==> config.mk <==
export PLATFORM = sky130hd
export DESIGN_NAME = load_store_unit
export DESIGN_NICKNAME = d
export VERILOG_FILES = /design/src/rtl/lsu_pkg.sv /design/src/rtl/lsu_align.sv /design/src/rtl/load_store_unit.sv
export SDC_FILE = /design/constraint.sdc
export NUM_CORES = 1
export LEC_CHECK = 0
export ABC_AREA = 0
export CORE_MARGIN = 4
export CORE_UTILIZATION = 45
export CTS_CLUSTER_SIZE = 28
export DETAILED_ROUTE_END_ITERATION = 16
export HOLD_SLACK_MARGIN = 0.12
export PLACE_DENSITY = 0.71
export SYNTH_ARGS = -nofsm -noshare
export SYNTH_HDL_FRONTEND = slang
export SYNTH_SLANG_ARGS = --single-unit
==> constraint.sdc <==
create_clock -name clk -period 7.1 [get_ports clk]
set_input_delay 2.13 -clock clk [delete_from_list [all_inputs] [get_ports clk]]
set_output_delay 2.13 -clock clk [all_outputs]
set_load 0.01 [all_outputs]
==> src/rtl/lsu_pkg.sv <==
// Shared types and encodings for the load/store unit.
// Holds RV32I funct3 codes, the FSM state enum and the latched request record.
package lsu_pkg;
  localparam int XLEN      = 32;
  localparam int NUM_LANES = XLEN / 8;

  localparam logic [2:0] F3_LB  = 3'b000;
  localparam logic [2:0] F3_LH  = 3'b001;
  localparam logic [2:0] F3_LW  = 3'b010;
  localparam logic [2:0] F3_LBU = 3'b100;
  localparam logic [2:0] F3_LHU = 3'b101;
  localparam logic [2:0] F3_SB  = 3'b000;
  localparam logic [2:0] F3_SH  = 3'b001;
  localparam logic [2:0] F3_SW  = 3'b010;

  typedef enum logic [1:0] {IDLE, BEAT0, BEAT1, RESP} lsu_state_e;

  typedef struct packed {
    logic            read;
    logic            write;
    logic [2:0]      func3;
    logic [XLEN-1:0] addr;
    logic [XLEN-1:0] wdata;
  } lsu_req_t;

  function automatic logic [NUM_LANES-1:0] size_mask(input logic [2:0] f3);
    case (f3[1:0])
      2'b00:   size_mask = 4'b0001;
      2'b01:   size_mask = 4'b0011;
      default: size_mask = 4'b1111;
    endcase
  endfunction

  // Exactly one of read/write, and a funct3 defined for that direction.
  function automatic logic f3_legal(input logic rd, input logic wr, input logic [2:0] f3);
    logic ok;
    if (rd) ok = (f3 == F3_LB) || (f3 == F3_LH) || (f3 == F3_LW) ||
                 (f3 == F3_LBU) || (f3 == F3_LHU);
    else    ok = (f3 == F3_SB) || (f3 == F3_SH) || (f3 == F3_SW);
    f3_legal = (rd != wr) && ok;
  endfunction
endpackage

==> src/rtl/lsu_align.sv <==
// Combinational lane logic: byte enables, store steering and load assembly/extension.
// Both beats are derived from one 64-bit window spanning two consecutive words.
module lsu_align
  import lsu_pkg::*;
(
  input  logic [2:0]           func3,
  input  logic [1:0]           offset,
  input  logic [XLEN-1:0]      wdata,
  input  logic [XLEN-1:0]      rdata_lo,
  input  logic [XLEN-1:0]      rdata_hi,
  output logic [NUM_LANES-1:0] be0,
  output logic [NUM_LANES-1:0] be1,
  output logic [XLEN-1:0]      wdata0,
  output logic [XLEN-1:0]      wdata1,
  output logic                 misaligned,
  output logic [XLEN-1:0]      load_data
);
  logic [2*NUM_LANES-1:0] be_ext;
  logic [2*XLEN-1:0]      wd_ext;
  logic [2*XLEN-1:0]      rd_ext;
  logic [XLEN-1:0]        rd_raw;

  always_comb begin
    be_ext = {4'b0000, size_mask(func3)} << offset;
    wd_ext = {32'h0, wdata} << {offset, 3'b000};
    rd_ext = {rdata_hi, rdata_lo} >> {offset, 3'b000};
    rd_raw = rd_ext[XLEN-1:0];
    case (func3)
      F3_LB:   load_data = {{24{rd_raw[7]}}, rd_raw[7:0]};
      F3_LH:   load_data = {{16{rd_raw[15]}}, rd_raw[15:0]};
      F3_LBU:  load_data = {24'h0, rd_raw[7:0]};
      F3_LHU:  load_data = {16'h0, rd_raw[15:0]};
      default: load_data = rd_raw;
    endcase
  end

  assign be0        = be_ext[NUM_LANES-1:0];
  assign be1        = be_ext[2*NUM_LANES-1:NUM_LANES];
  assign wdata0     = wd_ext[XLEN-1:0];
  assign wdata1     = wd_ext[2*XLEN-1:XLEN];
  assign misaligned = |be1;
endmodule

==> src/rtl/load_store_unit.sv <==
// RV32I load/store unit: one request at a time, one or two word beats to memory,
// single-cycle response pulse. Memory-side outputs are registered and held until ack.
module load_store_unit
  import lsu_pkg::*;
#(
  parameter int ALLOW_MISALIGNED = 1
) (
  input  logic        clk,
  input  logic        rst_n,
  input  logic        req_valid,
  output logic        req_ready,
  input  logic        req_read,
  input  logic        req_write,
  input  logic [2:0]  req_func3,
  input  logic [31:0] req_addr,
  input  logic [31:0] req_wdata,
  output logic        resp_valid,
  output logic [31:0] resp_rdata,
  output logic        resp_err,
  output logic        mem_req,
  output logic        mem_we,
  output logic [31:0] mem_addr,
  output logic [3:0]  mem_be,
  output logic [31:0] mem_wdata,
  input  logic        mem_ack,
  input  logic [31:0] mem_rdata
);
  lsu_state_e state, state_nx;
  lsu_req_t   req_q, cur;
  logic       mis_q;
  logic [31:0] rdata0_q;

  logic        accept, mem_fire, req_err;
  logic [3:0]  be0, be1;
  logic [31:0] wdata0, wdata1, load_data;
  logic        misaligned;

  assign req_ready = (state == IDLE);
  assign accept    = req_valid && req_ready;
  assign mem_fire  = mem_req && mem_ack;

  // In IDLE the aligner looks at the incoming request; afterwards at the latched one.
  always_comb begin
    cur = req_q;
    if (state == IDLE) begin
      cur.read  = req_read;
      cur.write = req_write;
      cur.func3 = req_func3;
      cur.addr  = req_addr;
      cur.wdata = req_wdata;
    end
  end

  lsu_align u_align (
    .func3      (cur.func3),
    .offset     (cur.addr[1:0]),
    .wdata      (cur.wdata),
    .rdata_lo   ((state == BEAT1) ? rdata0_q : mem_rdata),
    .rdata_hi   ((state == BEAT1) ? mem_rdata : 32'h0),
    .be0        (be0),
    .be1        (be1),
    .wdata0     (wdata0),
    .wdata1     (wdata1),
    .misaligned (misaligned),
    .load_data  (load_data)
  );

  assign req_err = !f3_legal(req_read, req_write, req_func3) ||
                   (misaligned && (ALLOW_MISALIGNED == 0));

  always_ff @(posedge clk) begin
    if (!rst_n) state <= IDLE;
    else        state <= state_nx;
  end

  always_comb begin
    state_nx = state;
    case (state)
      IDLE:  if (accept)   state_nx = req_err ? RESP : BEAT0;
      BEAT0: if (mem_fire) state_nx = mis_q ? BEAT1 : RESP;
      BEAT1: if (mem_fire) state_nx = RESP;
      RESP:  state_nx = IDLE;
      default: state_nx = IDLE;
    endcase
  end

  always_ff @(posedge clk) begin
    if (!rst_n) begin
      req_q      <= '0;
      mis_q      <= 1'b0;
      rdata0_q   <= 32'h0;
      resp_valid <= 1'b0;
      resp_rdata <= 32'h0;
      resp_err   <= 1'b0;
      mem_req    <= 1'b0;
      mem_we     <= 1'b0;
      mem_addr   <= 32'h0;
      mem_be     <= 4'h0;
      mem_wdata  <= 32'h0;
    end else begin
      resp_valid <= 1'b0;
      case (state)
        IDLE: if (accept) begin
          req_q <= cur;
          mis_q <= misaligned;
          if (req_err) begin
            resp_valid <= 1'b1;
            resp_err   <= 1'b1;
            resp_rdata <= 32'h0;
          end else begin
            mem_req   <= 1'b1;
            mem_we    <= req_write;
            mem_addr  <= {req_addr[31:2], 2'b00};
            mem_be    <= be0;
            mem_wdata <= wdata0;
          end
        end
        BEAT0: if (mem_fire) begin
          rdata0_q <= mem_rdata;
          if (mis_q) begin
            mem_we    <= req_q.write;
            mem_addr  <= {req_q.addr[31:2], 2'b00} + 32'd4;
            mem_be    <= be1;
            mem_wdata <= wdata1;
          end else begin
            mem_req    <= 1'b0;
            mem_we     <= 1'b0;
            mem_be     <= 4'h0;
            mem_wdata  <= 32'h0;
            resp_valid <= 1'b1;
            resp_err   <= 1'b0;
            resp_rdata <= req_q.read ? load_data : 32'h0;
          end
        end
        BEAT1: if (mem_fire) begin
          mem_req    <= 1'b0;
          mem_we     <= 1'b0;
          mem_be     <= 4'h0;
          mem_wdata  <= 32'h0;
          resp_valid <= 1'b1;
          resp_err   <= 1'b0;
          resp_rdata <= req_q.read ? load_data : 32'h0;
        end
        default: ;
      endcase
    end
  end
endmodule

-- Word-level counts from Yosys, hierarchy flattened
Index checks and enable logic that the tools add are counted.
- add/sub/neg operators: 1
- equality and inequality tests: 19
- shift-type cells: 3
- multiplexer cells: 56
- reductions and logical operators: 21
- operators by type and width (operator ; number):
    $mux W32 ; 17
    $pmux W32 S3 ; 2
    $pmux W32 S4 ; 1
    $mux W67 ; 1
    $pmux W32 S2 ; 1
    $shl A32 B5 Y64 ; 1
    $shr A64 B5 Y32 ; 1
    $add A32 B3 Y32 const B ; 1
    $mux W4 ; 5
    $mux W1 ; 18
    $eq A3 B3 Y1 const B ; 4
    $pmux W1 S3 ; 4
    $pmux W4 S3 ; 1
    $reduce_and A6 Y1 ; 2
    $ne A2 B2 Y1 const B ; 5
    $reduce_and A5 Y1 ; 2
    $mux W2 ; 4
    $pmux W2 S4 ; 1
    $pmux W4 S2 ; 1
    $shl A4 B2 Y8 ; 1
    $eq A3 B1 Y1 const B ; 2
    $logic_not A3 Y1 ; 2
    $eq A2 B1 Y1 const B ; 2
    $eq A2 B2 Y1 const B ; 2
    11 further kinds ; 19
- register bits after elaboration: 208
- word-level logic and storage cells: 116

-- Depth between registers and ports, before layout
Gate-level depths: netlist (run 1).
- word-level depth: 10
- mapped depth: 11
- depth with buffers taken out: 8

-- Modules after synthesis
A second synthesis (run 1) with hierarchy kept.
- cell total of the unflattened synthesis: 1461
- area total of the unflattened synthesis: 12036.5 um^2
- by module, submodules not included (module ; instances ; cells each ; area each (um^2)):
    load_store_unit ; 1 ; 1218 ; 9989.6
    lsu_align ; 1 ; 243 ; 2047.0

-- Worst setup path before layout (run 1)
No wires, ideal clock.
- kind: input-to-reg
- from: in req_addr[0]
- to: reg resp_rdata[10]
- setup time: 0.126 ns
- data arrival time: 3.629 ns
- slack: 3.345 ns
- stages on the path: 8
- buffers on the path: 2
- cell sequence: buf_2 -> mux2i_2 -> buf_4 -> mux2_2 -> a22oi_1 -> nor2_1 -> nor3_1 -> o21ai_1
- cells in the longest elaborated chain, start to end: 7
- ends and longest elaborated chain (item ; RTL line ; source):
    start, declared ; load_store_unit.sv:15 ; input logic [31:0] req_addr,
    $mux W67 * ; load_store_unit.sv:45 ; if (state == IDLE) begin
    $shr A64 B5 Y32 * ; lsu_align.sv:26 ; rd_ext = {rdata_hi, rdata_lo} >> {offset, 3'b000};
    $pmux W32 S4 * ; lsu_align.sv:28 ; case (func3)
    $mux W32 * ; load_store_unit.sv:132, load_store_unit.sv:142 ;
    $mux W32 ; load_store_unit.sv:120 ; if (mis_q) begin
    $mux W32 ; load_store_unit.sv:118 ; BEAT0: if (mem_fire) begin
    $pmux W32 S3 * ; load_store_unit.sv:102 ; case (state)
    end signal, assigned ; load_store_unit.sv:132 ; resp_rdata <= req_q.read ? load_data : 32'h0;
    end signal, assigned ; load_store_unit.sv:142 ; resp_rdata <= req_q.read ? load_data : 32'h0;
    end, declared ; load_store_unit.sv:18 ; output logic [31:0] resp_rdata,
Mark *: on every way between the ends. The rest lies on a longest branch, timed or not. The select of a mux whose other input is x is not followed.
A chain may end at the register's enable or synchronous reset.

-- Final worst setup path (run 1)
- from: in req_addr[0]
- to: reg resp_rdata[16]
The elaborated chain is that of the path after synthesis.

==> results of run 1 <==
[critical path, cell delays in order]
cell and delay (ns):
clkdlybuf4s50_1 0.97, mux2_4 0.75, buf_4 0.42, mux4_2 0.56
a21oi_1 0.15, o21ai_0 0.11
[state kept, by name, indices dropped and copies added (netlist names)]
register and cells:
mem_req 1, mis_q 1, req_q 69, mem_we 1
rdata0_q 32, resp_rdata 32, mem_addr 30, mem_wdata 32
resp_valid 1, mem_be 4, resp_err 1, state 2
[logic make-up (layout without fill, tap and decap cells)]
logic type / count (synthesis) / count (layout) / share of synthesized area (%)
simple gates: 479 / 479 / 19.3
flops: 206 / 206 / 38.0
other cells: 1 / 3 / 0.0346
fa+ha+maj: 5 / 5 / 0.577
buf+inv: 113 / 264 / 5.23
mux: 147 / 147 / 14.9
xor+xnor: 27 / 27 / 2.18
compound gates: 343 / 343 / 19.8
[placed cells by master (no fill, tap or decap), types with 6 or more instances in the layout]
master / synthesis / routed
nand2_1: 281 / 280
clkdlybuf4s50_1: 0 / 206
dfxtp_1: 206 / 206
a21oi_1: 157 / 156
mux2i_1: 120 / 120
nor2_1: 75 / 74
o21ai_0: 45 / 45
nor3_1: 35 / 35
nand3_1: 29 / 29
a211oi_1: 26 / 26
clkbuf_16: 0 / 23
o211ai_1: 20 / 20
nand4_1: 15 / 15
mux2_2: 14 / 14
xnor2_1: 14 / 14
o21ai_1: 15 / 14
xor2_1: 13 / 13
buf_4: 8 / 11
a2bb2oi_1: 8 / 8
nor2b_1: 8 / 8
o21ai_2: 7 / 8
o22ai_1: 8 / 8
a221oi_1: 8 / 8
inv_1: 8 / 7
mux4_2: 7 / 7
a22oi_1: 7 / 7
o221a_2: 7 / 7
o22a_1: 7 / 7
clkinv_2: 0 / 6
[worst max path at each step]
stage                 from             end  slack, ns  cells past startpoint
2_1_floorplan  req_addr[0]  resp_rdata[10]       3.34                      8
3_3_place_gp   req_addr[0]  resp_rdata[16]       1.91                      6
3_5_place_dp   req_addr[0]  resp_rdata[16]       1.87                      6
4_1_cts        req_addr[0]  resp_rdata[16]       2.39                      6
5_1_grt        req_addr[0]   resp_rdata[5]       2.22                      6
6_report       req_addr[0]  resp_rdata[16]       2.33                      6
[routing by layer]
| layer | GRT usage, % | vias up | part of all wire, % |
|---|---|---|---|
| met1 | 33.8 | 4809 | 44 |
| met3 | 5.05 | 69 | 7.6 |
| met4 | 7.70 | 0 | 3.2 |
| li1 | - | 4955 | - |
| met5 | 0 | - | 0 |
| met2 | 38.6 | 381 | 45 |
[cell type report]
| class | count | area share, % |
|---|---|---|
| multi-input cells | 1003 | 45.6 |
| flip-flops and latches | 206 | 30.4 |
| repair buffers | 218 | 15.8 |
| clock buffers | 30 | 4.72 |
| well taps | 319 | 2.94 |
| clock inverters | 7 | 0.276 |
| inverters | 9 | 0.267 |
| diodes | 1 | 0.0184 |
[synth_stat cells (4+ instances only)]
library cell  number
a211oi_1          26
o22a_1             7
o221a_2            7
buf_2             26
buf_4              8
xor2_1            13
o211ai_1          20
ha_1               5
nor2_1            75
nand3_1           29
nand2_1          281
nor3_1            35
o21ai_1           15
xnor2_1           14
and4_1             4
nor2_2             5
dfxtp_1          206
a221oi_1           8
inv_1              8
a21oi_1          157
o21ai_2            7
a211oi_2           4
mux2i_1          120
a22oi_1            7
mux2_2            14
a2bb2oi_1          8
clkbuf_1          57
o21ai_0           45
mux4_2             7
o22ai_1            8
and3_1             5
nor2b_1            8
a32o_1             5
buf_6              7
nand4_1           15
nand2b_1           5
buf_1              4
[where the power goes]
group	internal, mW	switching [mW]
Clock	0.630	0.475
Combinational	1.00	1.43
Sequential	1.38	0.167
==> flow_summary.toml, run 1 <==
[floorplan]
die_y_um = 163
die_area_mm2 = 0.0266
core-area_mm2 = 0.0236
rows = 56
ios = 210
start_util_pct = 45.9
die_w_um = 163

[timing]
max_slew.worst_pin.slew_ns = 1.23
period_needed_ns = 4.77
fmax_ghz = 0.210
fin_ws_ns = 2.33
relSlewSlack_pct = 17.8
rsz0062_at_grt = "false"
fin_worst_skew_ns = 0.00929
fin_crit_sh_pct = 67.1
hold-worst-slack_ns = 0.451
hold_viol = 0
fin_setup_tns_ns = 0
drv_slew = 0
finalSetupViolCount = 0

[placed_design]
gp_congestion = 0.882
dp_slack_ns = 1.87
placedCellCount = 1755
dpl.hpwl_mm = 23.1
place_area_mm2 = 0.0129
numPortBuffers = 207

[worst_setup_path]
worst-setup-path-type = "input pin to flop"
cp.arrival_ns = 5.12
critPathLaunchType = "input pin"
reg2reg_from = "state[0]"
end_kind = "flop"
cp_max_fo = 39
cp.required_ns = 7.46
reg2reg_setup_slack_ns = 3.42
r2r_cells = 8
r2r_end = "mem_wdata[1]"

[layout]
layout.nets = 1571
fillers = 2175
regArea_mm2 = 0.00412
area_growth_syn_to_layout_pct = 25.3
multiInputGateArea_mm2 = 0.00620
final_cells = 1793
drive_above_1_share_pct = 8.28
fin_util_pct = 57.5
final_area_mm2 = 0.0136

[power]
ir_drop_mv = 0.228
powerDensity_mw_per_mm2 = 374
total_power_mw = 5.08
p_leak_nw = 4.83

[clock_tree]
cts_made_buffers = 23
holdBufCountCts = 0
clk_pin_slew_worst_paths_ns = 0.06
cts_sinks = 206
htreeDepth = 1
cts_root_buf = "clkbuf_16"
cts-root-to-sink-buffers = 3
post_cts_buffers = 0
cts-resized-gates = 0
insertion_delay_ns = 0.51
cts_tree = "yes"

[hold_path]
hold_depth = 2
worstHoldStart = "resp_rdata[12]"
hold_class = "flop to flop"
hold_end = "resp_rdata[12]"

[yosys]
ys_seq_area_share_pct = 38.0
synth_edf_count = 0
yosys-top-cells-area = "dfxtp_1 38%, mux2i_1 11%, nand2_1 9.7%"
async_flop_share_pct = 0
synth_top_flop_cell = "dfxtp_1"
netlist_instances = 1321
yosysTopAreaCellShare_pct = 38.0
ys_ff_latch = 206
yosysTopAreaCell = "dfxtp_1"
yosysWarnings = 0
synth_area_mm2 = 0.0108
syn-mean-instance-area_um2 = 8.21
synth.distinct_cells = 70

[global_routing]
grt_pass1_vias = 9731
antenna_found_initial = 1
grt_overflow = 0
grt_use_total_pct = 24.5
grt_pass1_wl_mm = 53.3
grt_max_degree = 78

[route]
wl_per_cell_um = 18.8
vias = 10200
detail-route-antenna-nets = 0
routed_wirelength_mm = 33.8
drtIter0Drc = 883
first_pass_iters = 5
drcViolationCount = 0
avgViaCountPerCell = 5.70

[run]
maxCapViolCount = 0

[run_status]
status = "finished, final reports clean"
Power figures use the tool's default switching activity.
==> run 2: changes to the inputs <==
- clock period: 7.1 -> 4.4 ns (I/O delays scaled with it)
==> flow_summary.toml, run 2 (synthesis results as in run 1) <==
[layout]
layout.nets = 1584
drive_above_1_share_pct = 9.45
layout_commonest_cell = "nand2_1"
largest_register = "req_q"
area_growth_syn_to_layout_pct = 28.2
final_cells = 1813
largest_register_ffs = 69
final_cell_mix = "280 x nand2_1, 206 x clkdlybuf4s50_1, 206 x dfxtp_1"

[clock_tree]
post_cts_buffers = 0
cts_sinks = 206
cts-root-to-sink-buffers = 3
htreeDepth = 1
holdBufCountCts = 0
insertion_delay_ns = 0.51
cts_root_buf = "clkbuf_16"
cts_tree = "yes"
clk_pin_slew_worst_paths_ns = 0.06
cts_made_buffers = 24
cts-resized-gates = 0

[hold_path]
hold_class = "flop to flop"

[power]
powerDensity_mw_per_mm2 = 621
p_sw_mw = 3.38
swShare_pct = 39.2
power_frac_clock_pct = 24.6
pwr-share-comb_pct = 46.4
internal_power_mw = 5.25
ir_drop_mv = 0.342
p_leak_nw = 4.99
seq_power_share_pct = 29.0

[global_routing]
grt_max_degree = 102
grt_overflow = 0
grt_use_total_pct = 23.9
grt_pass1_wl_mm = 52.5
antenna_found_initial = 1
grt_pass1_vias = 9650

[worst_setup_path]
reg2reg_setup_slack_ns = 1.46
r2r_end = "resp_rdata[16]"
cp.arrival_ns = 3.78
crit_top_cell = "o21ai_0"
reg2reg_from = "state[1]"
crit_family = "compound AO/OA/AOI/OAI gates"
crit_path_end = "resp_rdata[16]"
cp_max_fo = 17
critPathLaunchType = "input pin"
path_cells = "clkdlybuf4s50_1 > a211oi_1 > and2_1 > o21ai_0 > nand3_2 > o21bai_4 > o21ai_0"
crit_path_start = "req_func3[1]"
worst-setup-path-type = "input pin to flop"
crit_buf_inv = 1
crit_slowest_cell = "clkdlybuf4s50_1"
worst-path-stages = 7
end_kind = "flop"
crit_path_max_incr_delay_ns = 0.64
cp.required_ns = 4.82
r2r_cells = 9

[floorplan]
die_y_um = 163
die_w_um = 163
core-area_mm2 = 0.0236
start_util_pct = 45.9
ios = 210
rows = 56
die_area_mm2 = 0.0266

[timing]
rsz0062_at_grt = "false"
max_slew.worst_pin.slew_ns = 0.816
fin_crit_sh_pct = 76.4
hold_viol = 0
period_needed_ns = 3.36
finalSetupViolCount = 0
fin_setup_tns_ns = 0
relSlewSlack_pct = 44.4
fmax_ghz = 0.298
drv_slew = 0
fin_worst_skew_ns = 0.00961
fin_ws_ns = 1.04

[route]
wl_per_cell_um = 18.4
drcViolationCount = 0
drtIter0Drc = 778
avgViaCountPerCell = 5.71
first_pass_iters = 5
detail-route-antenna-nets = 0
routed_wirelength_mm = 33.3
vias = 10400

[run]
maxCapViolCount = 0

[placed_design]
gp_congestion = 0.882
dp_slack_ns = 0.617
numPortBuffers = 207
placedCellCount = 1767
dpl.hpwl_mm = 22.9

[run_status]
status = "finished, final reports clean"
==> run 2: area by class of cell <==
| type | count | area [um2] |
|---|---|---|
| diodes | 2 | 5.00 |
| clock buffers | 36 | 747 |
| clock inverters | 8 | 115 |
| fillers | 2149 | 9710 |
| inverters | 9 | 36.3 |
| multi-input cells | 1003 | 6200 |
| flip-flops and latches | 206 | 4120 |
| well taps | 319 | 399 |
| repair buffers | 230 | 2280 |
==> run 2: power groups by stage <==
| stage | sequential (mW) | clock, mW | combinational (mW) |
|---|---|---|---|
| global placement | 2.53 | 0 | 3.93 |
| CTS | 2.50 | 2.15 | 3.98 |
| finish | 2.50 | 2.12 | 4.00 |
| detailed placement | 2.53 | 0 | 3.96 |
| floorplan | 2.57 | 0 | 2.64 |
| global route | 2.55 | 2.23 | 4.33 |
==> run 2: layer usage <==
| metal | routed length [um] | vias to the layer above | global-route usage (%) |
|---|---|---|---|
| li1 | - | 4987 | - |
| met1 | 14800 | 4890 | 34.1 |
| met2 | 15000 | 421 | 37.3 |
| met3 | 2660 | 57 | 4.11 |
| met4 | 888 | 0 | 7.05 |
| met5 | 0 | - | 0 |
==> run 2: worst min-delay path by stage <==
stage / cells past startpoint / to / from
2_1_floorplan: 2 / req_q[31] / req_q[31]
3_3_place_gp: 2 / resp_rdata[28] / resp_rdata[28]
3_5_place_dp: 2 / resp_rdata[3] / resp_rdata[3]
4_1_cts: 2 / req_q[24] / req_q[24]
5_1_grt: 2 / req_q[28] / req_q[28]
6_report: 2 / req_q[28] / req_q[28]
==> run 2: worst register-to-register path: stages (launching register included) <==
cell	delay (ns)
dfxtp_1	0.38
inv_1	0.10
ha_2	0.18
buf_4	0.28
a2bb2oi_1	0.23
or3_4	0.42
a21oi_2	0.22
nand3_2	0.39
o21bai_4	0.44
o21ai_0	0.21
==> run 2: stage by stage <==
step	power [mW]	hold slack, ns	instance area [um2]	util (%)
CTS	8.64	0.455	13900	58.8
finish	8.63	0.451	13900	58.9
global route	9.11	0.475	13900	58.9
floorplan	5.21	0.434	10800	-
detailed placement	6.50	0.447	13000	55.2
global placement	6.45	0.436	13000	55.2
==> patch, RTL diff (config.mk and constraints of run 1) <==
Register the output `resp_err` once more, cleared by the reset; this adds one clock of latency there. The other outputs are not delayed to match.
--- a/src/rtl/load_store_unit.sv
+++ b/src/rtl/load_store_unit.sv
@@ -25,6 +25,8 @@
   input  logic        mem_ack,
   input  logic [31:0] mem_rdata
 );
+
+  logic resp_err_s0;
   lsu_state_e state, state_nx;
   lsu_req_t   req_q, cur;
   logic       mis_q;
@@ -91,7 +93,7 @@
       rdata0_q   <= 32'h0;
       resp_valid <= 1'b0;
       resp_rdata <= 32'h0;
-      resp_err   <= 1'b0;
+      resp_err_s0 <= 1'b0;
       mem_req    <= 1'b0;
       mem_we     <= 1'b0;
       mem_addr   <= 32'h0;
@@ -105,7 +107,7 @@
           mis_q <= misaligned;
           if (req_err) begin
             resp_valid <= 1'b1;
-            resp_err   <= 1'b1;
+            resp_err_s0 <= 1'b1;
             resp_rdata <= 32'h0;
           end else begin
             mem_req   <= 1'b1;
@@ -128,7 +130,7 @@
             mem_be     <= 4'h0;
             mem_wdata  <= 32'h0;
             resp_valid <= 1'b1;
-            resp_err   <= 1'b0;
+            resp_err_s0 <= 1'b0;
             resp_rdata <= req_q.read ? load_data : 32'h0;
           end
         end
@@ -138,12 +140,20 @@
           mem_be     <= 4'h0;
           mem_wdata  <= 32'h0;
           resp_valid <= 1'b1;
-          resp_err   <= 1'b0;
+          resp_err_s0 <= 1'b0;
           resp_rdata <= req_q.read ? load_data : 32'h0;
         end
         default: ;
       endcase
     end
   end
+  always_ff @(posedge clk) begin
+    if (!rst_n) begin
+      resp_err <= '0;
+    end else begin
+      resp_err <= resp_err_s0;
+    end
+  end
+
 endmodule
 
Formal check against the unedited RTL: not equivalent (a bounded check fails within 4 cycles, from zero or initial values and one cycle with rst_n low).
==> patch against run 1 <==
Cell area rose by 0.83%; critical path depth rose by 1; sequential cell count rose by 1; total power rose by 3.1%; combinational power fell by 3%; synthesized area fell by 1.7%; final cell count rose by 1.3%; routed wire length fell by 0.17%; setup slack got worse by 0.31 ns.
==> patch: results (changes against run 1) <==
die width=162 µm (-0.80%); met3 WL=2430 µm (-5.4%); Syn Area/Cell=7.94 µm² (-3.3%); Synth cell types=58 (-17%); Crit path arrival time=5.44 ns (+0.32 ns); met3 Usage GRT=4.11% (-0.94 points); Layout Skew=0.0124 ns (+0.00310 ns); worst slack, placed=1.57 ns (-0.300 ns); post-synthesis sequential area ratio=38.9% (+0.84 points); top cells by area, synth=dfxtp_1, nand2_1, mux2i_1; Synth-to-Final Area Change=28.5%; RR Endpoint=resp_rdata[18]$_SDFFE_PN0P_; Pwr Density=383 nW/µm² (+2.3%); n_diodes=0 (-1); wl on met1=14700 µm (-1.2%); initial antenna violation count=0 (-1); setup slack, reg-to-reg=3.21 ns (-0.21 ns); Max-slew headroom=19.5% (+1.7 points); hold endpoint=resp_rdata[7]$_SDFFE_PN0P_; Seq cells=207 (+0.49%); routing usage on met1=33.1% (-0.67 points); invs w/o clock=14 (+5); Via density=5.75 (+0.85%); clk tree area frac=6.14% (+1.1 points); first-pass GRT wire length=53500 µm (+0.47%); status=completed; placed cell area=12900 µm² (-0.36%)
[patch: how the worst max path moves through the flow]
stage / startpoint / end / slack (ns) / cells after the start
after floorplan: req_func3[0] / resp_rdata[20]$_SDFFE_PN0P_ / 3.24 / 7
after global placement: req_addr[0] / resp_rdata[17]$_SDFFE_PN0P_ / 1.60 / 7
after detailed placement: req_addr[0] / resp_rdata[18]$_SDFFE_PN0P_ / 1.57 / 7
after CTS: req_addr[0] / resp_rdata[19]$_SDFFE_PN0P_ / 2.08 / 7
after global routing: req_addr[0] / resp_rdata[17]$_SDFFE_PN0P_ / 1.72 / 7
final: req_addr[0] / resp_rdata[18]$_SDFFE_PN0P_ / 2.02 / 7
[patch: cell families after synthesis]
group / share of synthesized area [%]
muxes: 13.5
buffers and inverters: 4.61
AOI/OAI and AO/OA: 20.3
other: 0.0352
adders and majority gates: 0.587
DFF: 38.9
xor gates and xnor gates: 2.05
and+or+nand+nor: 20.0
